[src/rtl/match_unit_if.sv]
// Bundle of controller inputs and display/status outputs of match_unit.
// The bench drives through master; the match unit uses slave.
interface match_unit_if;
  logic [2:0] current_state;
  logic [3:0] sw;
  logic [7:0] target;
  logic       match;
  logic       miss;
  logic [3:0] attempts;
  logic       busy;

  modport master (
    output current_state, sw,
    input  target, match, miss, attempts, busy
  );

  modport slave (
    input  current_state, sw,
    output target, match, miss, attempts, busy
  );
endinterface

[src/rtl/match_unit.sv]
// Guess-the-target block: captures a pseudo-random target on entry to GENERATE,
// then checks user-selected table entries against it.
module match_unit (
  input  logic         clk,
  input  logic         rst,
  match_unit_if.slave  bus
);

  localparam logic [2:0] CS_INIT    = 3'b000;
  localparam logic [2:0] CS_GEN     = 3'b001;
  localparam logic [2:0] CS_ADDR    = 3'b010;
  localparam logic [2:0] CS_MATCH   = 3'b011;
  localparam logic [2:0] CS_SUCCESS = 3'b100;

  localparam logic [2:0] S_IDLE      = 3'd0;
  localparam logic [2:0] S_FETCH     = 3'd1;
  localparam logic [2:0] S_CHECK     = 3'd2;
  localparam logic [2:0] S_HIT       = 3'd3;
  localparam logic [2:0] S_MISS_WAIT = 3'd4;

  function automatic logic [7:0] rom(input logic [3:0] a);
    return {a, a ^ 4'hA};
  endfunction

  logic [2:0] state_q, state_d;
  logic [2:0] prev_q, prev_d;
  logic [3:0] lfsr_q, lfsr_d;
  logic [3:0] idx_q, idx_d;
  logic [7:0] target_q, target_d;
  logic [3:0] addr_q, addr_d;
  logic [7:0] data_q, data_d;
  logic       match_q, match_d;
  logic       miss_q, miss_d;
  logic [3:0] attempts_q, attempts_d;
  logic [2:0] cs;

  // Undefined 1xx codes behave exactly like INIT.
  always_comb begin
    cs = bus.current_state;
    if (bus.current_state[2] && (bus.current_state != CS_SUCCESS)) cs = CS_INIT;
  end

  always_comb begin
    state_d    = state_q;
    prev_d     = bus.current_state;
    lfsr_d     = {lfsr_q[2:0], lfsr_q[3] ^ lfsr_q[2]};
    idx_d      = idx_q;
    target_d   = target_q;
    addr_d     = addr_q;
    data_d     = data_q;
    match_d    = match_q;
    miss_d     = miss_q;
    attempts_d = attempts_q;

    if ((cs == CS_GEN) && (prev_q != CS_GEN)) begin
      idx_d    = lfsr_q;
      target_d = rom(lfsr_q);
    end

    if (cs == CS_INIT) begin
      state_d    = S_IDLE;
      match_d    = 1'b0;
      miss_d     = 1'b0;
      attempts_d = 4'h0;
    end else if (((cs == CS_GEN) || (cs == CS_ADDR)) && (state_q != S_IDLE)) begin
      state_d = S_IDLE;
      match_d = 1'b0;
      miss_d  = 1'b0;
    end else begin
      unique case (state_q)
        S_IDLE: begin
          if (cs == CS_MATCH) begin
            addr_d  = bus.sw;
            state_d = S_FETCH;
          end
        end
        S_FETCH: begin
          data_d  = rom(addr_q);
          state_d = S_CHECK;
        end
        S_CHECK: begin
          if (data_q == target_q) begin
            match_d = 1'b1;
            miss_d  = 1'b0;
            state_d = S_HIT;
          end else begin
            match_d = 1'b0;
            miss_d  = 1'b1;
            if (attempts_q != 4'hF) attempts_d = attempts_q + 4'h1;
            state_d = S_MISS_WAIT;
          end
        end
        S_MISS_WAIT: begin
          if (bus.sw != addr_q) begin
            addr_d  = bus.sw;
            miss_d  = 1'b0;
            state_d = S_FETCH;
          end
        end
        S_HIT: state_d = S_HIT;
        default: state_d = S_IDLE;
      endcase
    end
  end

  always_ff @(posedge clk or posedge rst) begin
    if (rst) begin
      state_q    <= S_IDLE;
      prev_q     <= CS_INIT;
      lfsr_q     <= 4'b0001;
      idx_q      <= 4'h0;
      target_q   <= 8'h00;
      addr_q     <= 4'h0;
      data_q     <= 8'h00;
      match_q    <= 1'b0;
      miss_q     <= 1'b0;
      attempts_q <= 4'h0;
    end else begin
      state_q    <= state_d;
      prev_q     <= prev_d;
      lfsr_q     <= lfsr_d;
      idx_q      <= idx_d;
      target_q   <= target_d;
      addr_q     <= addr_d;
      data_q     <= data_d;
      match_q    <= match_d;
      miss_q     <= miss_d;
      attempts_q <= attempts_d;
    end
  end

  assign bus.target   = target_q;
  assign bus.match    = match_q;
  assign bus.miss     = miss_q;
  assign bus.attempts = attempts_q;
  assign bus.busy     = (state_q == S_FETCH) || (state_q == S_CHECK);

endmodule

[src/flat_wrapper.sv]
// flat-port wrapper written by rule: the top's interface ports become plain ports
module match_unit_flat 
  (clk, rst, bus_current_state, bus_sw, bus_target, bus_match, bus_miss, bus_attempts, bus_busy);
  match_unit_if bus_i ();
  input  logic clk;
  input  logic rst;
  input wire logic [$bits(bus_i.current_state)-1:0] bus_current_state;
  input wire logic [$bits(bus_i.sw)-1:0] bus_sw;
  output wire logic [$bits(bus_i.target)-1:0] bus_target;
  output wire logic [$bits(bus_i.match)-1:0] bus_match;
  output wire logic [$bits(bus_i.miss)-1:0] bus_miss;
  output wire logic [$bits(bus_i.attempts)-1:0] bus_attempts;
  output wire logic [$bits(bus_i.busy)-1:0] bus_busy;
  assign bus_i.current_state = bus_current_state;
  assign bus_i.sw = bus_sw;
  assign bus_target = bus_i.target;
  assign bus_match = bus_i.match;
  assign bus_miss = bus_i.miss;
  assign bus_attempts = bus_i.attempts;
  assign bus_busy = bus_i.busy;
  match_unit u_core (.clk(clk), .rst(rst), .bus(bus_i));
endmodule
[config.mk]
export PLATFORM = sky130hd
export DESIGN_NAME = match_unit_flat
export DESIGN_NICKNAME = d
export VERILOG_FILES = /design/src/rtl/match_unit_if.sv /design/src/rtl/match_unit.sv /design/src/flat_wrapper.sv
export SDC_FILE = /design/constraint.sdc
export NUM_CORES = 1
export LEC_CHECK = 0
export ABC_AREA = 1
export CAP_MARGIN = 40
export CORE_ASPECT_RATIO = 1.5
export CORE_MARGIN = 3
export CORE_UTILIZATION = 30
export DETAILED_ROUTE_END_ITERATION = 10
export PLACE_DENSITY_LB_ADDON = 0.2
export SLEW_MARGIN = 10
export SYNTH_ARGS = -nofsm -noshare
export SYNTH_HDL_FRONTEND = slang
export SYNTH_SLANG_ARGS = --single-unit
[constraint.sdc]
create_clock -name clk -period 1.35 [get_ports clk]
set_input_delay 0.27 -clock clk [delete_from_list [all_inputs] [get_ports clk]]
set_output_delay 0.27 -clock clk [all_outputs]
set_load 0.005 [all_outputs]
==> flow_summary.json, run 1 <==
{
  "clkLatencyLatePin_ns": 0.29,
  "clock_path_buffers": 2,
  "r2r_cells": 9,
  "cts_tree": "yes",
  "numCtsBuffers": 5,
  "rr_endpoint": "u_core.addr_q[0]",
  "hold_slack_ns": 0.285,
  "num_antenna_cells": 0,
  "drive_above_1_share_pct": 31.3,
  "ios": 24,
  "maxCapViolCount": 0,
  "detail-route-antenna-nets": 0,
  "final_nets": 268,
  "drc": 0,
  "finalHoldViolations": 0,
  "grt_pass1_vias": 1443,
  "min_period_over_period_pct": 111,
  "synth_edf_count": 0,
  "vias": 1411,
  "grt_max_degree": 19,
  "status": "complete, but fails checks",
  "syn_inst": 197,
  "worst-slew-pin-transition_ns": 0.324,
  "vdd_ir_drop_max_mv": 0.545,
  "cts.hold.buffers_added": 0,
  "worst-setup-path-type": "reg2out",
  "finalSetupViolations": 13,
  "syn_to_final_growth_pct": 47.5,
  "grt_pass1_wl_um": 6350,
  "rows": 32,
  "violations": "setup timing",
  "grt.overflow.total": 0,
  "yosysSeqAreaShare_pct": 49.5,
  "cts_htree_levels": 2,
  "clockRootBuffer": "clkbuf_8",
  "maxSlewHeadroom_pct": 78.2,
  "yosysTopAreaCell": "dfrtp_1",
  "postSynthAreaPerCell_um2": 8.23,
  "critPathRequiredTime_ns": 1.08,
  "synthesis.area_um2": 1620,
  "pre_cts_ws_ns": -0.434,
  "clock_skew_ns": 0.00637,
  "fmax_mhz": 670,
  "setup_ws_ns": -0.143,
  "synth_cell_types": 25,
  "yosysMostFrequentCell": "nand2_1",
  "powerDensity_nw_per_um2": 1410,
  "reg2reg_from": "u_core.state_q[0]",
  "path_clk_slew_ns": 0.07,
  "drtPass1Iterations": 4,
  "floorplan.initialDensity_pct": 31.2,
  "die-area_um2": 6340,
  "period_needed_ns": 1.49,
  "worst_setup_path_start_kind": "flip-flop",
  "synthArstFlopShare_pct": 100,
  "hpwlAfterDp_um": 2730,
  "place.gp.congestion": 0.742,
  "totalWireLength_um": 3670,
  "post-route-util_pct": 45.9,
  "grt_use_total_pct": 13.6,
  "synth_area_leaders": "dfrtp_1, nand2_1, inv_1",
  "syn_nets": 207,
  "yosys_warnings": 0,
  "synth_commonest_cells": "nand2_1, dfrtp_1, inv_1",
  "r2r_slack_ns": -0.09,
  "hold_path_class": "in2async",
  "synth_top_area_share_pct": 47.8,
  "dieWidth_um": 66.0,
  "grt_antenna_before_repair": 0,
  "drt-initial-drc-count": 40,
  "viasPerCell": 4.31,
  "arrival_ns": 1.22,
  "ys_ff_latch": 32,
  "io_buffers": 23,
  "wire_per_inst_um": 11.2,
  "die_h_um": 96.0,
  "cts.sinks": 32,
  "core_um2": 5200,
  "ys.flop_type": "dfrtp_1",
  "endpoint_kind": "output port",
  "slew_viol_final": 0,
  "crit_fanout": 2,
  "rsz0062_at_grt": "true",
  "power_leakage_nw": 1.22
}
## flip-flops by register name (all words and copies together) (netlist names)
register	flops
u_core.bus.target	6
u_core.bus.match	1
u_core.addr_q	4
u_core.data_q	6
u_core.lfsr_q	4
u_core.bus.attempts	4
u_core.bus.miss	1
u_core.prev_q	3
u_core.state_q	3
## worst max-delay path, stage by stage (launching register included)
cell,delay [ns]
dfrtp_1,0.35
inv_1,0.08
nor3_4,0.19
inv_1,0.07
nand2_1,0.06
clkdlybuf4s15_1,0.19
## repair_timing
action,4_1_cts,5_1_grt
endpoints found under the hold margin,0,0
setup endpoints to repair,35,22
pin swaps,22,14
setup buffers,10,3
resized for setup,43,19
gates cloned,0,0
## how the worst max path moves through the flow
stage / endpoint / slack (ns) / start
global route: u_core.addr_q[1] / -0.25 / u_core.state_q[0]
floorplan: u_core.addr_q[0] / 0.04 / u_core.state_q[0]
CTS: u_core.addr_q[3] / -0.18 / u_core.state_q[0]
finish: bus_busy / -0.14 / u_core.state_q[1]
detailed placement: u_core.data_q[4] / -0.43 / bus_current_state[1]
global placement: u_core.data_q[4] / -0.42 / bus_current_state[0]
## layer usage
layer  vias up  GRT usage, %  wire length [um]  part of all wire, %
li1        734             -                 -                    -
met1       653          14.6              1480                   40
met2        17          23.7              1960                   53
met3         7          3.74               141                  3.8
met4         0          7.63                92                  2.5
met5         -             0                 0                    0
## report_power, final
part / total, W / leakage (nW) / switching (W) / internal (W)
logic: 0.00117 / 0.763 / 0.000636 / 0.000530
registers: 0.00130 / 0.405 / 0.000155 / 0.00115
clock network: 0.000911 / 0.0552 / 0.000364 / 0.000547
total: 0.00338 / 1.22 / 0.00115 / 0.00223
## cell families after synthesis
logic type / after synthesis / synth area share, %
AOI/OAI and AO/OA: 24 / 8.49
xor gates and xnor gates: 5 / 2.70
adders and majority gates: 1 / 0.771
buffers and inverters: 32 / 7.87
DFF: 32 / 49.5
and+or+nand+nor: 103 / 30.7
## layout by cell type, fill, tap and decap left out, drive strengths merged
| cell type | n |
|---|---|
| clkdlybuf4s50 | 5 |
| dlygate4sd2 | 15 |
| nand3 | 8 |
| clkinv | 1 |
| nor3 | 3 |
| nand4 | 5 |
| xnor2 | 1 |
| o21a | 4 |
| dfstp | 1 |
| clkdlybuf4s15 | 3 |
| clkbuf | 6 |
| buf | 33 |
| a21oi | 6 |
| inv | 30 |
| nor2 | 17 |
| dfrtp | 31 |
| nand2 | 68 |
| ha | 1 |
| o21ai | 14 |
| or2 | 2 |
| xor2 | 4 |
| bufinv | 1 |
## through the flow
stage	area (um2)	cells	total power, W	setup TNS [ns]
after CTS	2320	326	0.00334	-1.19
final	2390	327	0.00338	-0.800
after detailed placement	2090	309	0.00231	-8.45
after global placement	2090	309	0.00229	-8.09
after global routing	2390	327	0.00363	-2.89
after floorplan	1620	197	0.00190	0
## cell type report
type | instances | area (um2)
clock buffers | 6 | 72.6
clock inverters | 2 | 35.0
fillers | 533 | 2810
multi-input cells | 133 | 800
inverters | 30 | 113
well taps | 68 | 85.1
flip-flops and latches | 32 | 805
repair buffers | 56 | 482
(Power assumes the default switching activity.)
==> run 2: changes to the inputs <==
CORE_MARGIN = default   (was 3)
CORE_UTILIZATION = 55   (was 30)
clock period = 1.93 ns   (was 1.35 ns; I/O delays follow)
==> run 2 against run 1 <==
Compared with the run above: the flow now finishes without violations; combinational power down 45%; cell count fell by 17%; clock skew hardly changed; first-iteration DRC count is 7.5% higher; total power fell by 37%; clock power down 39%; worst setup slack better by 0.38 ns; global-route usage up 14 points; wire length fell by 4.2%; sequential power shrank 29%; highest routed layer unchanged; register-to-register slack gained 0.42 ns; largest power group unchanged; via count fell by 0.21%; largest cell class unchanged.
==> flow_summary.json, run 2 (synthesis results as in run 1) <==
{
  "final_area_um2": 2050,
  "hpwlAfterDp_um": 2560,
  "reg2reg_from": "u_core.state_q[0]",
  "drc": 0,
  "drive_above_1_share_pct": 15.8,
  "finalHoldViolations": 0,
  "highest_layer": "met4",
  "worst-setup-path-type": "in2reg",
  "fmax_mhz": 589,
  "grt_antenna_before_repair": 0,
  "viasPerCell": 5.20,
  "floorplan.initialDensity_pct": 59.3,
  "worst_setup_path_start_kind": "input port",
  "arrival_ns": 1.88,
  "power_w": 0.00212,
  "grt_max_degree": 33,
  "placed_area_um2": 1920,
  "worst-slew-pin-transition_ns": 0.388,
  "clock_skew_ns": 0.00639,
  "grt_use_total_pct": 27.5,
  "m1WireLength_um": 1400,
  "final_common_cell": "nand2_1",
  "final_nets": 243,
  "worstSetupStartpoint": "bus_current_state[0]",
  "detail-route-antenna-nets": 0,
  "endpoint_kind": "flip-flop",
  "dieWidth_um": 46.3,
  "cts_tree": "yes",
  "min_period_over_period_pct": 88.0,
  "holdPathStages": 0,
  "die_h_um": 68.5,
  "cts.hold.buffers_added": 0,
  "clock_path_buffers": 2,
  "rsz0062_at_grt": "false",
  "period_needed_ns": 1.70,
  "cts_htree_levels": 2,
  "numCtsBuffers": 5,
  "rows": 23,
  "status": "complete, no violations",
  "maxCapViolCount": 0,
  "critPathRequiredTime_ns": 2.11,
  "num_antenna_cells": 0,
  "die-area_um2": 3170,
  "clkLatencyLatePin_ns": 0.29,
  "grt.overflow.total": 0,
  "path_clk_slew_ns": 0.07,
  "core_um2": 2730,
  "power_leakage_nw": 1.03,
  "r2r_slack_ns": 0.33,
  "hold_path_class": "reg2reg",
  "grt_pass1_vias": 1468,
  "powerDensity_nw_per_um2": 1030,
  "place.gp.congestion": 0.777,
  "wl_met3_um": 123,
  "r2r_cells": 9,
  "io_buffers": 23,
  "cts.sinks": 32,
  "clockRootBuffer": "clkbuf_8",
  "drt-initial-drc-count": 43,
  "min_from": "u_core.lfsr_q[1]",
  "crit_fanout": 8,
  "ios": 24,
  "totalWireLength_um": 3520,
  "finalSetupViolations": 0,
  "syn_to_final_growth_pct": 26.7,
  "min_to": "u_core.lfsr_q[2]",
  "grt_pass1_wl_um": 6090,
  "rr_endpoint": "u_core.state_q[0]",
  "nFillCells": 213,
  "vias": 1408,
  "most-common-layout-cells": "nand2_1, dfrtp_1, inv_1",
  "wire_per_inst_um": 13.0,
  "wl_met2_um": 1920,
  "vdd_ir_drop_max_mv": 0.728,
  "maxSlewHeadroom_pct": 74.1,
  "slew_viol_final": 0,
  "drtPass1Iterations": 5
}
run 2: changes by cell type in the layout (fill, tap and decap cells not counted), moves of 6 or more:
| cell | previous run | this run |
|---|---|---|
| buf_4 | 27 | 8 |
| buf_6 | 6 | 0 |
| clkdlybuf4s50_1 | 5 | 22 |
| dlygate4sd2_1 | 15 | 1 |
| nand2_1 | 55 | 63 |
| nand2_2 | 9 | 3 |
run 2: worst max-delay path, stage by stage:
cell	delay (ns)
clkdlybuf4s50_1	0.50
o21ai_2	0.28
inv_1	0.09
nand3_2	0.13
nand2_4	0.08
nor2_4	0.18
inv_1	0.10
nand2_1	0.07
o21ai_1	0.06
run 2: metrics by stage:
step                hold slack, ns  util (%)  cells  setup slack, ns  TNS [ns]
floorplan                    0.347         -    197            0.624         0
global placement             0.367      70.3    260           0.0251         0
detailed placement           0.363      70.3    260          -0.0388    -0.103
CTS                          0.376      75.1    271            0.244         0
global route                 0.386      75.1    271            0.140         0
finish                       0.371      75.1    271            0.232         0
run 2: repair_timing:
action / CTS / global route
setup buffers: 3 / 0
resized for setup: 8 / 0
setup endpoints to repair: 1 / 0
run 2: area by class of cell:
cell class / instances / area [um2] / area share [%]
clock buffers: 8 / 100 / 4.87
multi-input cells: 133 / 702 / 34.2
inverters: 30 / 113 / 5.48
flip-flops and latches: 32 / 805 / 39.2
well taps: 37 / 46.3 / 2.25
repair buffers: 31 / 289 / 14.1
run 2: metal layers:
layer | GRT usage [%] | up-vias
li1 | - | 680
met1 | 28.9 | 685
met2 | 48.3 | 34
met3 | 8.85 | 9
met4 | 11.8 | 0
met5 | 0 | -
run 2: worst max-delay path by stage:
stage | end | slack (ns) | cells past startpoint
5_1_grt | u_core.data_q[6] | 0.14 | 9
6_report | u_core.data_q[4] | 0.23 | 9
3_5_place_dp | u_core.data_q[4] | -0.04 | 9
3_3_place_gp | u_core.data_q[4] | 0.03 | 9
2_1_floorplan | u_core.addr_q[0] | 0.62 | 8
4_1_cts | u_core.data_q[4] | 0.24 | 9
run 2: power breakdown:
group          internal (W)  total, W  leakage, nW  switching, W
registers          0.000805  0.000917        0.405      0.000112
logic              0.000269  0.000644        0.571      0.000375
clock network      0.000325  0.000555       0.0515      0.000230
total               0.00140   0.00212         1.03      0.000717
==> run 3: changes to the inputs <==
SLEW_MARGIN = 15   (was 10)
==> results of run 3 <==
The final DEF is identical to that of run 2; final timing and power are the same.
